==> config.mk <==
export PLATFORM = sky130hd
export DESIGN_NAME = mem_req_ctrl
export DESIGN_NICKNAME = d
export VERILOG_FILES = /design/src/rtl/gpu_mem_pkg.sv /design/src/rtl/req_fifo.sv /design/src/rtl/mem_req_ctrl.sv
export SDC_FILE = /design/constraint.sdc
export NUM_CORES = 1
export LEC_CHECK = 0
export BUFFER_PORTS_ARGS = -buffer_cell sky130_fd_sc_hd__buf_2
export CAP_MARGIN = 40
export CORE_AREA = 2 2 216 218
export CTS_BUF_LIST = sky130_fd_sc_hd__clkbuf_2
export DETAILED_ROUTE_END_ITERATION = 7
export DIE_AREA = 0 0 218 220
export SLEW_MARGIN = 20
export SYNTH_ARGS = -nofsm -noshare
export SYNTH_HDL_FRONTEND = slang
export SYNTH_HIERARCHICAL = 1
export SYNTH_SLANG_ARGS = --single-unit
export TNS_END_PERCENT = 10
==> constraint.sdc <==
create_clock -name clk -period 4.14 [get_ports clk]
set_clock_uncertainty 0.2 [all_clocks]
set_input_delay 0.621 -clock clk [delete_from_list [all_inputs] [get_ports clk]]
set_output_delay 0.621 -clock clk [all_outputs]
set_load 0.01 [all_outputs]
==> src/rtl/gpu_mem_pkg.sv <==
// Shared types for the memory request controller:
// request entry layout and controller FSM states.
package gpu_mem_pkg;

  localparam int ADDR_W = 32;
  localparam int DATA_W = 32;

  typedef struct packed {
    logic [ADDR_W-1:0] addr;
    logic              we;
    logic [DATA_W-1:0] wdata;
    logic              error;
  } mem_req_t;

  typedef enum logic [1:0] {
    IDLE,
    REQ,
    WAIT,
    ERR
  } state_e;

endpackage

==> src/rtl/req_fifo.sv <==
// Show-ahead request FIFO with occupancy count.
// Pointers wrap naturally because DEPTH is a power of two.
module req_fifo #(
  parameter int  DEPTH = 4,
  parameter type T     = logic [7:0]
) (
  input  logic                   clk,
  input  logic                   rst_n,
  input  logic                   push,
  input  logic                   pop,
  input  T                       din,
  output T                       dout,
  output logic                   full,
  output logic                   empty,
  output logic [$clog2(DEPTH):0] count
);

  localparam int AW = $clog2(DEPTH);
  localparam logic [AW:0] FULL_CNT = (AW+1)'(DEPTH);

  T               mem [DEPTH];
  logic [AW-1:0]  wr_ptr;
  logic [AW-1:0]  rd_ptr;
  logic [AW:0]    cnt;
  logic           do_push;
  logic           do_pop;

  assign full    = (cnt == FULL_CNT);
  assign empty   = (cnt == '0);
  assign count   = cnt;
  assign dout    = mem[rd_ptr];
  assign do_push = push && !full;
  assign do_pop  = pop && !empty;

  always_ff @(posedge clk) begin
    if (do_push) mem[wr_ptr] <= din;
  end

  always_ff @(posedge clk) begin
    if (!rst_n) begin
      wr_ptr <= '0;
      rd_ptr <= '0;
      cnt    <= '0;
    end else begin
      if (do_push) wr_ptr <= wr_ptr + 1'b1;
      if (do_pop)  rd_ptr <= rd_ptr + 1'b1;
      if (do_push && !do_pop)      cnt <= cnt + 1'b1;
      else if (do_pop && !do_push) cnt <= cnt - 1'b1;
    end
  end

endmodule

==> src/rtl/mem_req_ctrl.sv <==
// Buffers translated requests and issues them one at a time to memory;
// out-of-bounds requests are answered locally with an error response.
module mem_req_ctrl
  import gpu_mem_pkg::*;
#(
  parameter int ADDR_WIDTH = ADDR_W,
  parameter int DATA_WIDTH = DATA_W,
  parameter int DEPTH      = 4
) (
  input  logic                  clk,
  input  logic                  rst_n,
  input  logic                  i_valid,
  input  logic [ADDR_WIDTH-1:0] i_physical_addr,
  input  logic                  i_error,
  input  logic                  i_we,
  input  logic [DATA_WIDTH-1:0] i_wdata,
  output logic                  o_ready,
  output logic                  o_mem_req_valid,
  input  logic                  i_mem_req_ready,
  output logic [ADDR_WIDTH-1:0] o_mem_addr,
  output logic                  o_mem_we,
  output logic [DATA_WIDTH-1:0] o_mem_wdata,
  input  logic                  i_mem_resp_valid,
  input  logic [DATA_WIDTH-1:0] i_mem_rdata,
  output logic                  o_resp_valid,
  output logic [DATA_WIDTH-1:0] o_resp_data,
  output logic                  o_resp_error,
  output logic                  o_busy
);

  localparam int CW = $clog2(DEPTH) + 1;

  typedef struct packed {
    logic [ADDR_WIDTH-1:0] addr;
    logic                  we;
    logic [DATA_WIDTH-1:0] wdata;
    logic                  error;
  } entry_t;

  entry_t          din;
  entry_t          head;
  logic            full;
  logic            empty;
  logic [CW-1:0]   count;
  logic            push;
  logic            pop;

  state_e          state;
  state_e          state_d;
  logic            mem_valid_d;
  logic [ADDR_WIDTH-1:0] mem_addr_d;
  logic            mem_we_d;
  logic [DATA_WIDTH-1:0] mem_wdata_d;
  logic            resp_valid_d;
  logic [DATA_WIDTH-1:0] resp_data_d;
  logic            resp_error_d;

  assign din  = '{addr: i_physical_addr, we: i_we,
                  wdata: i_wdata, error: i_error};
  assign push = i_valid && !full;

  assign o_ready = !full;
  assign o_busy  = (count != '0) || (state != IDLE);

  req_fifo #(
    .DEPTH(DEPTH),
    .T    (entry_t)
  ) u_fifo (
    .clk  (clk),
    .rst_n(rst_n),
    .push (push),
    .pop  (pop),
    .din  (din),
    .dout (head),
    .full (full),
    .empty(empty),
    .count(count)
  );

  always_comb begin
    state_d      = state;
    pop          = 1'b0;
    mem_valid_d  = o_mem_req_valid;
    mem_addr_d   = o_mem_addr;
    mem_we_d     = o_mem_we;
    mem_wdata_d  = o_mem_wdata;
    resp_valid_d = 1'b0;
    resp_data_d  = '0;
    resp_error_d = 1'b0;
    unique case (state)
      IDLE: begin
        if (!empty) begin
          if (head.error) begin
            // error response is registered on entry to ERR
            pop          = 1'b1;
            resp_valid_d = 1'b1;
            resp_error_d = 1'b1;
            state_d      = ERR;
          end else begin
            mem_valid_d = 1'b1;
            mem_addr_d  = head.addr;
            mem_we_d    = head.we;
            mem_wdata_d = head.wdata;
            state_d     = REQ;
          end
        end
      end
      REQ: begin
        if (i_mem_req_ready) begin
          pop         = 1'b1;
          mem_valid_d = 1'b0;
          state_d     = WAIT;
        end
      end
      WAIT: begin
        if (i_mem_resp_valid) begin
          resp_valid_d = 1'b1;
          resp_data_d  = o_mem_we ? '0 : i_mem_rdata;
          state_d      = IDLE;
        end
      end
      ERR: state_d = IDLE;
      default: state_d = IDLE;
    endcase
  end

  always_ff @(posedge clk) begin
    if (!rst_n) begin
      state           <= IDLE;
      o_mem_req_valid <= 1'b0;
      o_mem_addr      <= '0;
      o_mem_we        <= 1'b0;
      o_mem_wdata     <= '0;
      o_resp_valid    <= 1'b0;
      o_resp_data     <= '0;
      o_resp_error    <= 1'b0;
    end else begin
      state           <= state_d;
      o_mem_req_valid <= mem_valid_d;
      o_mem_addr      <= mem_addr_d;
      o_mem_we        <= mem_we_d;
      o_mem_wdata     <= mem_wdata_d;
      o_resp_valid    <= resp_valid_d;
      o_resp_data     <= resp_data_d;
      o_resp_error    <= resp_error_d;
    end
  end

endmodule

==> impl_metrics.csv, run 1 <==
group,metric,value,unit
sta,fin_crit,3.21,ns
setup_path,cp-end-kind,"flip-flop",
sta,fin_ws,0.934,ns
clock_tree,htreeDepth,3,
layout,final_nets,1370,
clock_tree,post_cts_buffers,0,
synthesis,synth_area,13500,um2
routing,drt-pass1-iter-count,4,
power_and_ir_drop,powerDensity,554,nW/um2
setup_path,cp.required,4.84,ns
sta,maxSlewViolCount,0,
routing,viasPerCell,4.33,
floorplanning,core,45900,um2
sta,tightest_slew,0.741,ns
clock_tree,cts.path.max_buffers,3,
routing,wl_met1,13100,um
synthesis,syn_avg_cell_area,17.6,um2
job,cap_violations,0,
setup_path,worst-endpoint-arrival,3.91,ns
grt,grt_first_pass_wirelength,50400,um
synthesis,ys_warn_count,6,
layout,fill_cells,4335,
routing,drt_iter0_drc,299,
routing,wl_per_cell,16.8,um
clock_tree,clk_latency,1.03,ns
sta,max-slew-margin-rel,50.6,%
synthesis,syn-instance-count,771,
sta,hold_viol,0,
routing,wl,32800,um
sta,setup_viol,0,
sta,hold_slack,0.182,ns
sta,rsz0062_at_grt,"false",
clock_tree,cts_tree,"yes",
sta,max_clock_freq,0.312,GHz
synthesis,synth_cell_types,34,
power_and_ir_drop,power_leakage,0.00696,uW
outcome,status,"finished clean",
grt,grt_overflow,0,
clock_tree,cts.root.buffer_cell,"clkbuf_2",
setup_path,worstSetupPathType,"flip-flop to flip-flop",
grt,antenna_found_initial,4,
clock_tree,cts_resized,0,
sta,period_share,77.4,%
power_and_ir_drop,vdd_drop_max,0.283,mV
grt,grt_pass1_vias,9220,
min_path,min-delay-path-class,"primary input to flip-flop",
layout,area_delta_synth_final,35.5,%
routing,dr_wl_met3,1920,um
synthesis,synth.net_count,880,
setup_path,path_max_fanout,7,
layout,final_cell_mix,"edfxtp_1 (264), dlygate4sd3_1 (212), buf_2 (204), clkbuf_2 (145), nand2_1 (137)",
floorplanning,die_h,220,um
placed_design,numPortBuffers,204,
floorplanning,initial_core_util,29.5,%
synthesis,ys.flop_type,"edfxtp_1",
setup_path,critPathLaunchType,"flip-flop",
layout,regArea,10200,um2
floorplanning,dieArea,48000,um2
synthesis,ys_ff_latch,375,
floorplanning,die_w,218,um
routing,met2_wirelength,17000,um
routing,drc_errors,0,
placed_design,place_ws,1.12,ns
power_and_ir_drop,power.total,10200,uW
clock_tree,cts_buffers,100,
floorplanning,pin_count,205,
placed_design,gp_congestion,0.694,
routing,top_layer_used,"met5",
layout,multi_input_area,3100,um2
routing,num_vias,8448,
synthesis,ys_async_sr_fraction,0,%
synthesis,synth_edf_count,264,
synthesis,ys_seq_area_share,75.0,%
clock_tree,clkSinkCount,375,
routing,detail-route-antenna-nets,0,
floorplanning,row_count,79,
clock_tree,hold_buffers,212,
layout,layout_commonest_cell,"edfxtp_1",
clock_tree,path_clk_slew,0.10,ns
sta,tns,0,ns
grt,grt.total_usage,13.9,%
layout,drive_gt1_share,33.5,%
layout,fin_util,40.0,%
grt,grt_max_degree,67,
placed_design,place_hpwl,17300,um
[area by class of cell]
type	count	area share [%]
multi-input cells	349	16.9
repair buffers	430	18.2
clock inverters	39	1.28
flip-flops and latches	375	55.4
well taps	607	4.14
clock buffers	145	3.96
inverters	5	0.102
diodes	3	0.0409
[per-layer routing]
| metal | global-route usage [%] | vias up |
|---|---|---|
| li1 | - | 3949 |
| met1 | 16.1 | 4208 |
| met2 | 23.5 | 231 |
| met3 | 4.22 | 58 |
| met4 | 6.67 | 2 |
| met5 | 0 | - |
[path summary, 6_finish.rpt]
check	start	endpoint	slack, ns	cells after the start
worst max-delay path	u_fifo/count[0]	u_fifo/count[2]	0.93	11
worst min-delay path	i_physical_addr[25]	u_fifo/mem[0][59]	0.18	2
worst max register to register	u_fifo/count[0]	u_fifo/count[2]	0.93	11
worst min register to register	o_mem_addr[29]	o_mem_addr[29]	0.25	2
[cells by family (layout without fill, tap and decap cells)]
group / after synthesis / in the layout / synth area share, %
mux: 69 / 69 / 11.2
xor+xnor: 4 / 4 / 0.259
flops: 375 / 375 / 75.0
fa+ha+maj: 6 / 6 / 0.610
buf+inv: 47 / 619 / 2.24
compound gates: 74 / 74 / 4.09
other cells: 0 / 3 / 0
simple gates: 196 / 196 / 6.63
[state kept, by name, indices dropped and copies added, names as in the netlist, named ones only]
name,cells
o_mem_we,1
u_fifo/rd_ptr,2
o_mem_addr,32
u_fifo/mem,264
u_fifo/count,3
o_mem_wdata,32
o_resp_data,32
o_resp_error,1
o_resp_valid,1
o_mem_req_valid,1
u_fifo/wr_ptr,2
state,2
[cell usage after synthesis (2+ instances only)]
master,n,area share (%)
o21ai_0,3,0.11
nor3_1,3,0.11
buf_2,11,0.41
nor2_1,2,0.055
inv_1,5,0.14
nor2b_1,4,0.18
buf_4,6,0.33
xnor2_1,3,0.19
nand2b_1,2,0.092
edfxtp_1,264,59
a21boi_1,50,2.8
dfxtp_1,111,16
mux4_2,66,11
buf_6,12,1.0
a21oi_1,2,0.074
and2_1,40,1.8
mux2i_1,3,0.22
nand2_1,137,3.8
ha_1,5,0.46
a21boi_0,16,0.89
clkbuf_1,13,0.36
[per-stage QoR]
stage	area, um2	instances
floorplan	13500	771
global placement	15200	1553
detailed placement	15300	1554
CTS	18300	1950
global route	18300	1952
finish	18300	1953
[power breakdown]
group          switching (uW)  total (uW)  internal (uW)  leakage, uW
logic                    1370        2570           1200      0.00293
registers                 244        4930           4690      0.00332
clock network            1520        2650           1130     0.000714
total                    3130       10200           7020      0.00696
[critical path, cell delays in order (launching register included)]
cell and delay [ns]:
dfxtp_1 0.42, nor3_1 0.60, nor2b_1 0.13, nand2b_1 0.10, a21oi_1 0.10, o31ai_2 0.12
ha_1 0.26, inv_1 0.08, fa_1 0.40, xor2_1 0.18, or3_1 0.31, a21boi_0 0.20
Power figures use the tool's default switching activity.
==> run 2: changes to the inputs <==
Clock period 4.14 ns to 2.9 ns, I/O delays scaled along.
==> run 2 against run 1 <==
Compared with the run above:
- critical path depth unchanged
- setup slack lost 0.84 ns
- largest power group unchanged
- clock-buffer cell count grew 3
- clock power increased by 32%
- non-clock buffer count is 37 higher
==> impl_metrics.csv, run 2 (synthesized netlist as in run 1, its figures left out) <==
group,metric,value,unit
clock_tree,clkSinkCount,375,
floorplanning,row_count,79,
setup_path,r2r_cells,11,
placed_design,placedCellCount,1561,
clock_tree,path_clk_slew,0.10,ns
floorplanning,die_w,218,um
placed_design,placed_cell_area,15400,um2
setup_path,cp.required,3.57,ns
routing,num_vias,8542,
min_path,min_to,"o_mem_addr[18]",
grt,grt.total_usage,13.7,%
layout,drive_gt1_share,34.1,%
setup_path,path_cells,"mux4_2, nor2b_4, nand2b_1, a21oi_2, o31ai_2, ha_2, inv_2, fa_2, xor2_1, or3_1, a21boi_1",
setup_path,crit_slowest_cell,"mux4_2",
power_and_ir_drop,powerDensity,776,nW/um2
sta,hold_viol,0,
grt,grt_pass1_vias,9143,
power_and_ir_drop,power_leakage,0.00711,uW
routing,detail-route-antenna-nets,0,
layout,layout_commonest_cell,"edfxtp_1",
layout,final_cells,1979,
sta,tightest_slew,0.707,ns
routing,wl,32700,um
sta,maxSlewViolCount,0,
clock_tree,cts_tree,"yes",
floorplanning,die_h,220,um
routing,drt-pass1-iter-count,4,
min_path,min-delay-path-class,"flip-flop to flip-flop",
routing,wl_per_cell,16.5,um
placed_design,gp_congestion,0.659,
sta,rsz0062_at_grt,"true",
setup_path,startpoint,"u_fifo/mem[3][0]",
layout,largest_reg_flops,264,
outcome,status,"finished clean",
floorplanning,dieArea,48000,um2
clock_tree,clk_latency,0.99,ns
floorplanning,initial_core_util,29.5,%
min_path,whs_path_depth,2,
clock_tree,cts.path.max_buffers,3,
grt,grt_first_pass_wirelength,49500,um
layout,final_nets,1404,
grt,grt_overflow,0,
floorplanning,core,45900,um2
setup_path,critPathLaunchType,"flip-flop",
sta,period_share,96.8,%
setup_path,cp-end-kind,"flip-flop",
sta,max_clock_freq,0.356,GHz
grt,grt_max_degree,43,
placed_design,numPortBuffers,204,
clock_tree,cts.root.buffer_cell,"clkbuf_2",
sta,tns,0,ns
layout,final_cell_mix,"edfxtp_1 (264), dlygate4sd3_1 (237), buf_2 (204), clkbuf_2 (148), nand2_1 (137)",
min_path,hp-start,"o_mem_addr[18]",
setup_path,critPathBufInv,1,
setup_path,reg2reg_to,"u_fifo/count[2]",
placed_design,place_hpwl,17600,um
setup_path,cpPeakStageDelay,0.50,ns
routing,drc_errors,0,
floorplanning,pin_count,205,
clock_tree,cts_buffers,97,
power_and_ir_drop,vdd_drop_max,0.353,mV
sta,max-slew-margin-rel,52.8,%
layout,largest-register,"u_fifo/mem",
clock_tree,htreeDepth,3,
layout,fill_cells,4293,
sta,setup_viol,0,
setup_path,path_max_fanout,2,
layout,area_delta_synth_final,38.0,%
layout,design_area,18700,um2
setup_path,worst-endpoint-arrival,3.48,ns
setup_path,worstSetupPathType,"flip-flop to flip-flop",
job,cap_violations,0,
setup_path,r2r-start,"u_fifo/mem[3][0]",
routing,drt_iter0_drc,376,
sta,fin_crit,2.81,ns
routing,viasPerCell,4.32,
setup_path,worst_path_dominant_cell_family,"adder cells",
grt,antenna_found_initial,2,
setup_path,r2r_setup_slack,0.09,ns
==> run 2: cell count changes in the layout (fill, tap and decap cells not counted), moves of 2 or more <==
cell,change
dlygate4sd3_1,+25
clkbuf_2,+3
clkinv_1,-10
buf_4,+7
buf_12,+4
bufinv_16,-2
==> run 2: report_power, final <==
part	total [uW]	internal [uW]	leakage [uW]	switching [uW]
Sequential	7030	6690	0.00332	340
Combinational	3950	1900	0.00311	2040
Clock	3510	1440	0.000682	2070
==> run 2: routing by layer <==
metal / vias up / wire (um) / track usage [%]
li1: 4004 / - / -
met4: 2 / 821 / 6.71
met2: 214 / 16900 / 23.3
met1: 4252 / 13400 / 15.6
met3: 70 / 1560 / 4.18
met5: - / 11 / 0
==> run 2: metrics by stage <==
stage	total power (uW)	hold WS [ns]	setup slack [ns]	utilization, %
finish	14500	0.253	0.0935	40.7
global route	15500	0.201	-0.0372	40.7
detailed placement	10800	0.242	0.0188	33.5
CTS	14700	0.0914	0.0198	40.6
floorplan	9570	0.268	-0.233	-
global placement	10700	0.237	0.0703	33.5
==> run 2: how the worst max path moves through the flow <==
stage,to,slack (ns),cells past startpoint
floorplan,u_fifo/mem[1][0],-0.23,5
global placement,o_mem_addr[26],0.07,5
detailed placement,u_fifo/count[2],0.02,11
CTS,u_fifo/count[2],0.02,11
global route,u_fifo/count[2],-0.04,11
finish,u_fifo/count[2],0.09,11
==> run 2: what timing repair did <==
action | in CTS | in global routing
gates cloned | 0 | 0
pin swaps | 0 | 4
setup buffers | 2 | 2
gates resized for setup | 2 | 5
endpoints found under the setup margin | 1 | 1
endpoints found under the hold margin | 385 | 0
hold buffers | 237 | 0
==> run 2: cell type report <==
cell class / count / area, um2 / share of cell area, %
clock inverter: 26 / 135 / 0.723
tap: 607 / 759 / 4.07
clock buffer: 148 / 741 / 3.96
multi-input combinational: 349 / 3120 / 16.7
antenna: 2 / 5.00 / 0.0268
timing repair buffer: 467 / 3750 / 20.1
sequential: 375 / 10200 / 54.4
inverter: 5 / 18.8 / 0.100
==> run 2: worst reg2reg max path, delay by kind of cell (launching register included) <==
family,cells,cell delay (ns)
fa+ha+maj,2,0.59
simple gates,3,0.57
mux,1,0.50
flops,1,0.37
compound gates,3,0.28
xor+xnor,1,0.16
buf+inv,1,0.04
